`config.mk`:
```
export PLATFORM = sky130hd
export DESIGN_NAME = sync_fifo_rd_stream
export DESIGN_NICKNAME = d
export VERILOG_FILES = /design/src/rtl/sync_fifo_rd_stream.sv
export SDC_FILE = /design/constraint.sdc
export NUM_CORES = 1
export LEC_CHECK = 0
export CAP_MARGIN = 20
export CORE_MARGIN = 10
export CORE_UTILIZATION = 43
export DETAILED_ROUTE_END_ITERATION = 8
export PLACE_DENSITY_LB_ADDON = 0.08
export SLEW_MARGIN = 15
export SYNTH_ARGS = -nofsm -noshare
export SYNTH_HDL_FRONTEND = slang
export SYNTH_SLANG_ARGS = --single-unit
```
`constraint.sdc`:
```
create_clock -name clk -period 2.9 [get_ports clk]
set_input_delay 0.29 -clock clk [delete_from_list [all_inputs] [get_ports clk]]
set_output_delay 0.29 -clock clk [all_outputs]
set_load 0.01 [all_outputs]
```
`src/rtl/sync_fifo_rd_stream.sv`:
```
// -----------------------------------------------------------------------------
// sync_fifo_rd_stream
//
// Read-side consumer for the team synchronous FIFO. Issues fifo_rd_en, captures
// the registered rd_data one cycle later, and re-presents the words as a
// valid/ready stream through a 2-entry skid buffer (head/tail registers).
// Tracking the read that is still in flight lets the block keep one word per
// cycle moving under arbitrary back-pressure without dropping or duplicating.
//
// Optional feature macro: FIFO_RD_STAT_EN
//   defined   -> beat_cnt port present; counts accepted beats, saturating.
//   undefined -> beat_cnt port and counter logic are not built.
//
// Reset is synchronous and active-low (rst_n sampled on the rising clk edge).
// -----------------------------------------------------------------------------
module sync_fifo_rd_stream #(
  parameter int unsigned DATA_WIDTH = 8,
  parameter int unsigned CNT_WIDTH  = 16
) (
  input  logic                  clk,
  input  logic                  rst_n,
  output logic                  fifo_rd_en,
  input  logic [DATA_WIDTH-1:0] fifo_rd_data,
  input  logic                  fifo_empty,
  output logic                  m_valid,
  output logic [DATA_WIDTH-1:0] m_data,
  input  logic                  m_ready
`ifdef FIFO_RD_STAT_EN
  ,
  output logic [CNT_WIDTH-1:0]  beat_cnt
`endif
);

  // Buffer occupancy; 3 is unreachable and treated as an error state.
  typedef enum logic [1:0] {
    EMPTY = 2'd0,
    ONE   = 2'd1,
    TWO   = 2'd2
  } occ_e;

  occ_e                  state_r;
  occ_e                  state_nxt_s;
  logic                  inflight_r;
  logic                  valid_r;
  logic [DATA_WIDTH-1:0] head_r;
  logic [DATA_WIDTH-1:0] tail_r;
  logic [DATA_WIDTH-1:0] head_nxt_s;
  logic [DATA_WIDTH-1:0] tail_nxt_s;
  logic                  pop_s;
  logic [2:0]            occ_sum_s;
  logic [1:0]            keep_cnt_s;
  logic                  rd_en_s;

  // A beat leaves the buffer when the sink accepts the registered head.
  assign pop_s = valid_r && m_ready;

  // Occupancy after this cycle's capture and pop, before any new issue lands.
  // The same sum both sets the next occupancy and gates the issue decision,
  // so a word is only requested when a slot is guaranteed for it.
  assign occ_sum_s = {1'b0, state_r} + {2'b00, inflight_r} - {2'b00, pop_s};

  // Words that survive the pop; the in-flight word lands right behind them.
  assign keep_cnt_s = state_r - {1'b0, pop_s};

  // Issue a read while the FIFO has data and a slot is still unclaimed.
  assign rd_en_s = !fifo_empty && rst_n && (occ_sum_s < 3'd2);

  assign fifo_rd_en = rd_en_s;
  assign m_valid    = valid_r;
  assign m_data     = head_r;

  // Next occupancy state from the capture/pop balance.
  always_comb begin
    state_nxt_s = state_r;
    case (occ_sum_s)
      3'd0:    state_nxt_s = EMPTY;
      3'd1:    state_nxt_s = ONE;
      3'd2:    state_nxt_s = TWO;
      default: state_nxt_s = TWO;
    endcase
  end

  // Skid-buffer datapath: shift on pop, then drop the returning word at the tail.
  always_comb begin
    head_nxt_s = head_r;
    tail_nxt_s = tail_r;
    if (pop_s) begin
      // Tail moves up; if the buffer held one word the head simply goes invalid.
      head_nxt_s = tail_r;
    end else begin
      head_nxt_s = head_r;
    end
    if (inflight_r) begin
      case (keep_cnt_s)
        2'd0:    head_nxt_s = fifo_rd_data;
        2'd1:    tail_nxt_s = fifo_rd_data;
        // A third word has nowhere to go; the issue rule prevents this.
        default: tail_nxt_s = tail_r;
      endcase
    end else begin
      tail_nxt_s = tail_nxt_s;
    end
  end

  // Occupancy state and in-flight tracking registers.
  always_ff @(posedge clk) begin
    if (!rst_n) begin
      state_r    <= EMPTY;
      inflight_r <= 1'b0;
    end else begin
      state_r    <= state_nxt_s;
      inflight_r <= rd_en_s;
    end
  end

  // Registered stream outputs: head word and its valid flag.
  always_ff @(posedge clk) begin
    if (!rst_n) begin
      valid_r <= 1'b0;
      head_r  <= {DATA_WIDTH{1'b0}};
      tail_r  <= {DATA_WIDTH{1'b0}};
    end else begin
      valid_r <= (state_nxt_s != EMPTY);
      head_r  <= head_nxt_s;
      tail_r  <= tail_nxt_s;
    end
  end

`ifdef FIFO_RD_STAT_EN
  logic [CNT_WIDTH-1:0] beat_cnt_r;

  // Accepted-beat counter, holding at all-ones instead of wrapping.
  always_ff @(posedge clk) begin
    if (!rst_n) begin
      beat_cnt_r <= {CNT_WIDTH{1'b0}};
    end else if (pop_s && (beat_cnt_r != {CNT_WIDTH{1'b1}})) begin
      beat_cnt_r <= beat_cnt_r + CNT_WIDTH'(1);
    end else begin
      beat_cnt_r <= beat_cnt_r;
    end
  end

  assign beat_cnt = beat_cnt_r;
`else
  // Counter not built; the width parameter is kept so both builds share one
  // parameter list. An impossible width yields an empty, named marker scope.
  if (CNT_WIDTH < 1) begin : g_cnt_width_invalid
  end
`endif

  // Occupancy must never be asked to exceed two words.
  a_no_overflow : assert property (@(posedge clk) disable iff (!rst_n)
    occ_sum_s <= 3'd2);

  // A capture into a full buffer without a pop would overwrite the tail.
  a_no_capture_when_full : assert property (@(posedge clk) disable iff (!rst_n)
    !(inflight_r && (state_r == TWO) && !pop_s));

  // The encoding value 3 is never a legal state.
  a_state_legal : assert property (@(posedge clk) disable iff (!rst_n)
    state_r != 2'd3);

endmodule

```
==> flow_summary_export.csv <==
group,metric,value,unit
grt,grt_pass1_wl,3260,um
clocking,post_cts_buffers,0,
clocking,insertion_delay,0.30,ns
route,top_layer,"met4",
synth,synthMuxAreaShare,0.191,
critical_path,required,2.61,ns
critical_path,crit_chain,"clkdlybuf4s50_1 > nand2_1 > or2_2 > nand2_1 > ha_1 > fa_1 > nor2_1 > nand2_1 > nor2_1 > dlygate4sd2_1",
cells_and_area,n_antenna_cell,0,
die,core-area,1960,um^2
cells_and_area,nets,136,
power_and_ir_drop,power_leakage,0.523,nW
cells_and_area,ff_latch_area,400,um^2
timing,relSlewSlack,0.574,
critical_path,reg2reg_slack,1.01,ns
timing,slew_violations,0,
synth,synth_warnings,0,
route,met2WireLength,929,um
die,dieArea,4300,um^2
die,die_x,65.6,um
clocking,cts_made_buffers,3,
critical_path,cpMaxStageDelayCell,"clkdlybuf4s50_1",
critical_path,critPathBufInv,2,
synth,syn_avg_cell_area,9.39,um^2
clocking,cts_sinks,20,
cells_and_area,fin_area,1190,um^2
die,die_height,65.6,um
power_and_ir_drop,clkPwrFrac,0.205,
placed_design,place_congestion,0.718,
placed_design,placed_area,1150,um^2
min_path,min_path_type,"reg -> reg",
critical_path,path_class,"in -> out",
cells_and_area,nFillCells,202,
synth,synthXorXnorAreaFrac,0.00982,
cells_and_area,multi_input_area,458,um^2
timing,finalSetupViolations,0,
clocking,post_cts_resized,1,
cells_and_area,drive_gt1_frac,0.190,
synth,syn_inst,95,
timing,tns,0,ns
route,vias,745,
timing,fmax,368,MHz
clocking,clockBufferDepth,2,
die,io_pins,22,
flow_run,drv_cap,0,
timing,period_minus_slack,2.72,ns
power_and_ir_drop,seqPwrFrac,0.430,
grt,antenna_found_initial,0,
grt,grt_max_degree,27,
synth,synth_compound_area_frac,0.0912,
route,drt_pass1_iterations,2,
die,num_rows,16,
timing,hold_viol_final,0,
clocking,cts_hold_buf,0,
placed_design,port_buffers,21,
route,drcViolationCount,0,
power_and_ir_drop,p_int,536,uW
critical_path,crit_top_cell,"nand2_1",
timing,finClkSkew,0.00978,ns
grt,grt_pass1_vias,728,
synth,synth_fa_ha_area_frac,0.0365,
route,wl_met3,129,um
synth,synth_seq_cells,20,
power_and_ir_drop,max-vdd-ir-drop,379,uV
grt,grt.overflow.total,0,
power_and_ir_drop,p_sw,252,uW
die,initial_utilization,0.455,
synth,synth_nets,109,
power_and_ir_drop,share_comb_of_total_power,0.365,
route,wirelength,1910,um
route,ant_nets,0,
route,detail_route.wl_per_cell,12.9,um
clocking,cts.clk_slew.worst_paths,0.12,ns
power_and_ir_drop,sw_frac_of_total,0.320,
route,m1WireLength,831,um
critical_path,arrival,2.43,ns
critical_path,worst_setup_path_end_kind,"primary output",
critical_path,max_stage_delay,0.48,ns
timing,period_share,0.938,
synth,synth-simple-area-share,0.185,
clocking,clock_tree.root_cell,"clkbuf_4",
outcome,status,"completed",
grt,grtUsageTotal,0.0948,
timing,worstMarginPinSlew,0.637,ns
synth,synth_area,892,um^2
cells_and_area,synthToLayoutAreaGrowth,33.4,%
placed_design,hpwl,1410,um
clocking,h-tree-depth,1,
critical_path,cp_max_fo,3,
power_and_ir_drop,pwr_density_cell,662,nW/um^2
critical_path,start_kind,"input pin",
critical_path,cpLargestDelayFamily,"simple AND/OR/NAND/NOR gates",
timing,rsz0062_at_grt,"no",
synth,seq_area_frac_synth,0.449,
synth,ys_types,24,
route,drt-vias-per-instance,5.03,
clocking,cts_tree,"built",
route,drt_iter0_drc,15,
synth,synth_top_family_by_area,"multiplexers",
## cells by family after synthesis
| kind of cell | count (synthesis) |
|---|---|
| xor gates and xnor gates | 1 |
| and+or+nand+nor | 37 |
| muxes | 16 |
| adders and majority gates | 2 |
| DFF | 20 |
| AOI/OAI and AO/OA | 12 |
| buffers and inverters | 7 |
## cells in the mapped netlist, drive strengths merged
cell type,instances,area [um^2]
a21boi,1,7.51
a21oi,1,5.00
and3,2,17.5
buf,4,22.5
clkbuf,1,3.75
dfxtp,20,400
fa,1,20.0
ha,1,12.5
inv,2,7.50
mux2,8,90.1
mux2i,8,80.1
nand2,20,75.1
nand3,8,40.0
nor2,4,15.0
nor2b,1,6.26
nor3,1,5.00
o211ai,1,12.5
o21ai,9,56.3
or2,1,6.26
xnor2,1,8.76
## layer usage
layer,vias to the layer above,track usage
met3,2,0.0407
met4,0,0.0321
met2,16,0.165
met1,352,0.100
li1,375,-
met5,-,0
## registers in the layout, summed over array words and instances, names as in the netlist
register    flops
m_valid         1
state_r         2
tail_r          8
m_data          8
inflight_r      1
## layout make-up
cell class	instances	share of cell area
Multi-Input combinational cell	68	0.385
Sequential cell	20	0.336
Timing Repair Buffer	27	0.213
Clock buffer	4	0.0305
Tap cell	27	0.0284
Inverter	2	0.00631
## per-stage QoR
stage               worst slack (ns)  power [mW]   util  std cells  hold slack, ns
finish                         0.180       0.788  0.607        148           0.466
detailed placement           -0.0935       0.636  0.589        144           0.457
CTS                            0.166       0.797  0.607        148           0.475
global placement             -0.0364       0.629  0.589        144           0.443
global route                  0.0390       0.847  0.607        148           0.506
floorplan                      0.627       0.508      -         95           0.362
## worst paths after layout
path | from | depth (start not counted) | to
worst max register to register | m_valid | 8 | m_valid
worst max-delay path | m_ready | 10 | fifo_rd_en
worst min register to register | tail_r[3] | 2 | tail_r[3]
worst min-delay path | tail_r[3] | 2 | tail_r[3]
## power groups by stage
stage                     Clock (mW)  Sequential, mW  Combinational (mW)
after floorplan                    0           0.349               0.159
after global placement             0           0.344               0.285
after detailed placement           0           0.345               0.290
after CTS                      0.168           0.339               0.290
after global routing           0.182           0.346               0.320
final                          0.162           0.339               0.287
## cells in the final DEF, fill, tap and decap left out
cell type,count
dfxtp_1,20
nand3_1,8
mux2_2,8
clkbuf_4,3
dlygate4sd2_1,1
inv_1,1
clkbuf_8,1
or2_2,1
nand2_1,20
buf_4,6
clkdlybuf4s50_1,20
and3_1,1
nor2b_1,1
o211ai_2,1
a21oi_1,1
mux2i_1,8
o21ai_0,8
o21ai_4,1
fa_1,1
nor3_1,1
and3_4,1
nor2_1,4
xnor2_1,1
inv_2,1
ha_1,1
a21boi_0,1
## tightest hold or removal path, cell delays in order (launching register included)
cell and delay [ns]:
dfxtp_1 0.33, nand2_1 0.05, mux2i_1 0.05
Power figures use the tool's default switching activity.
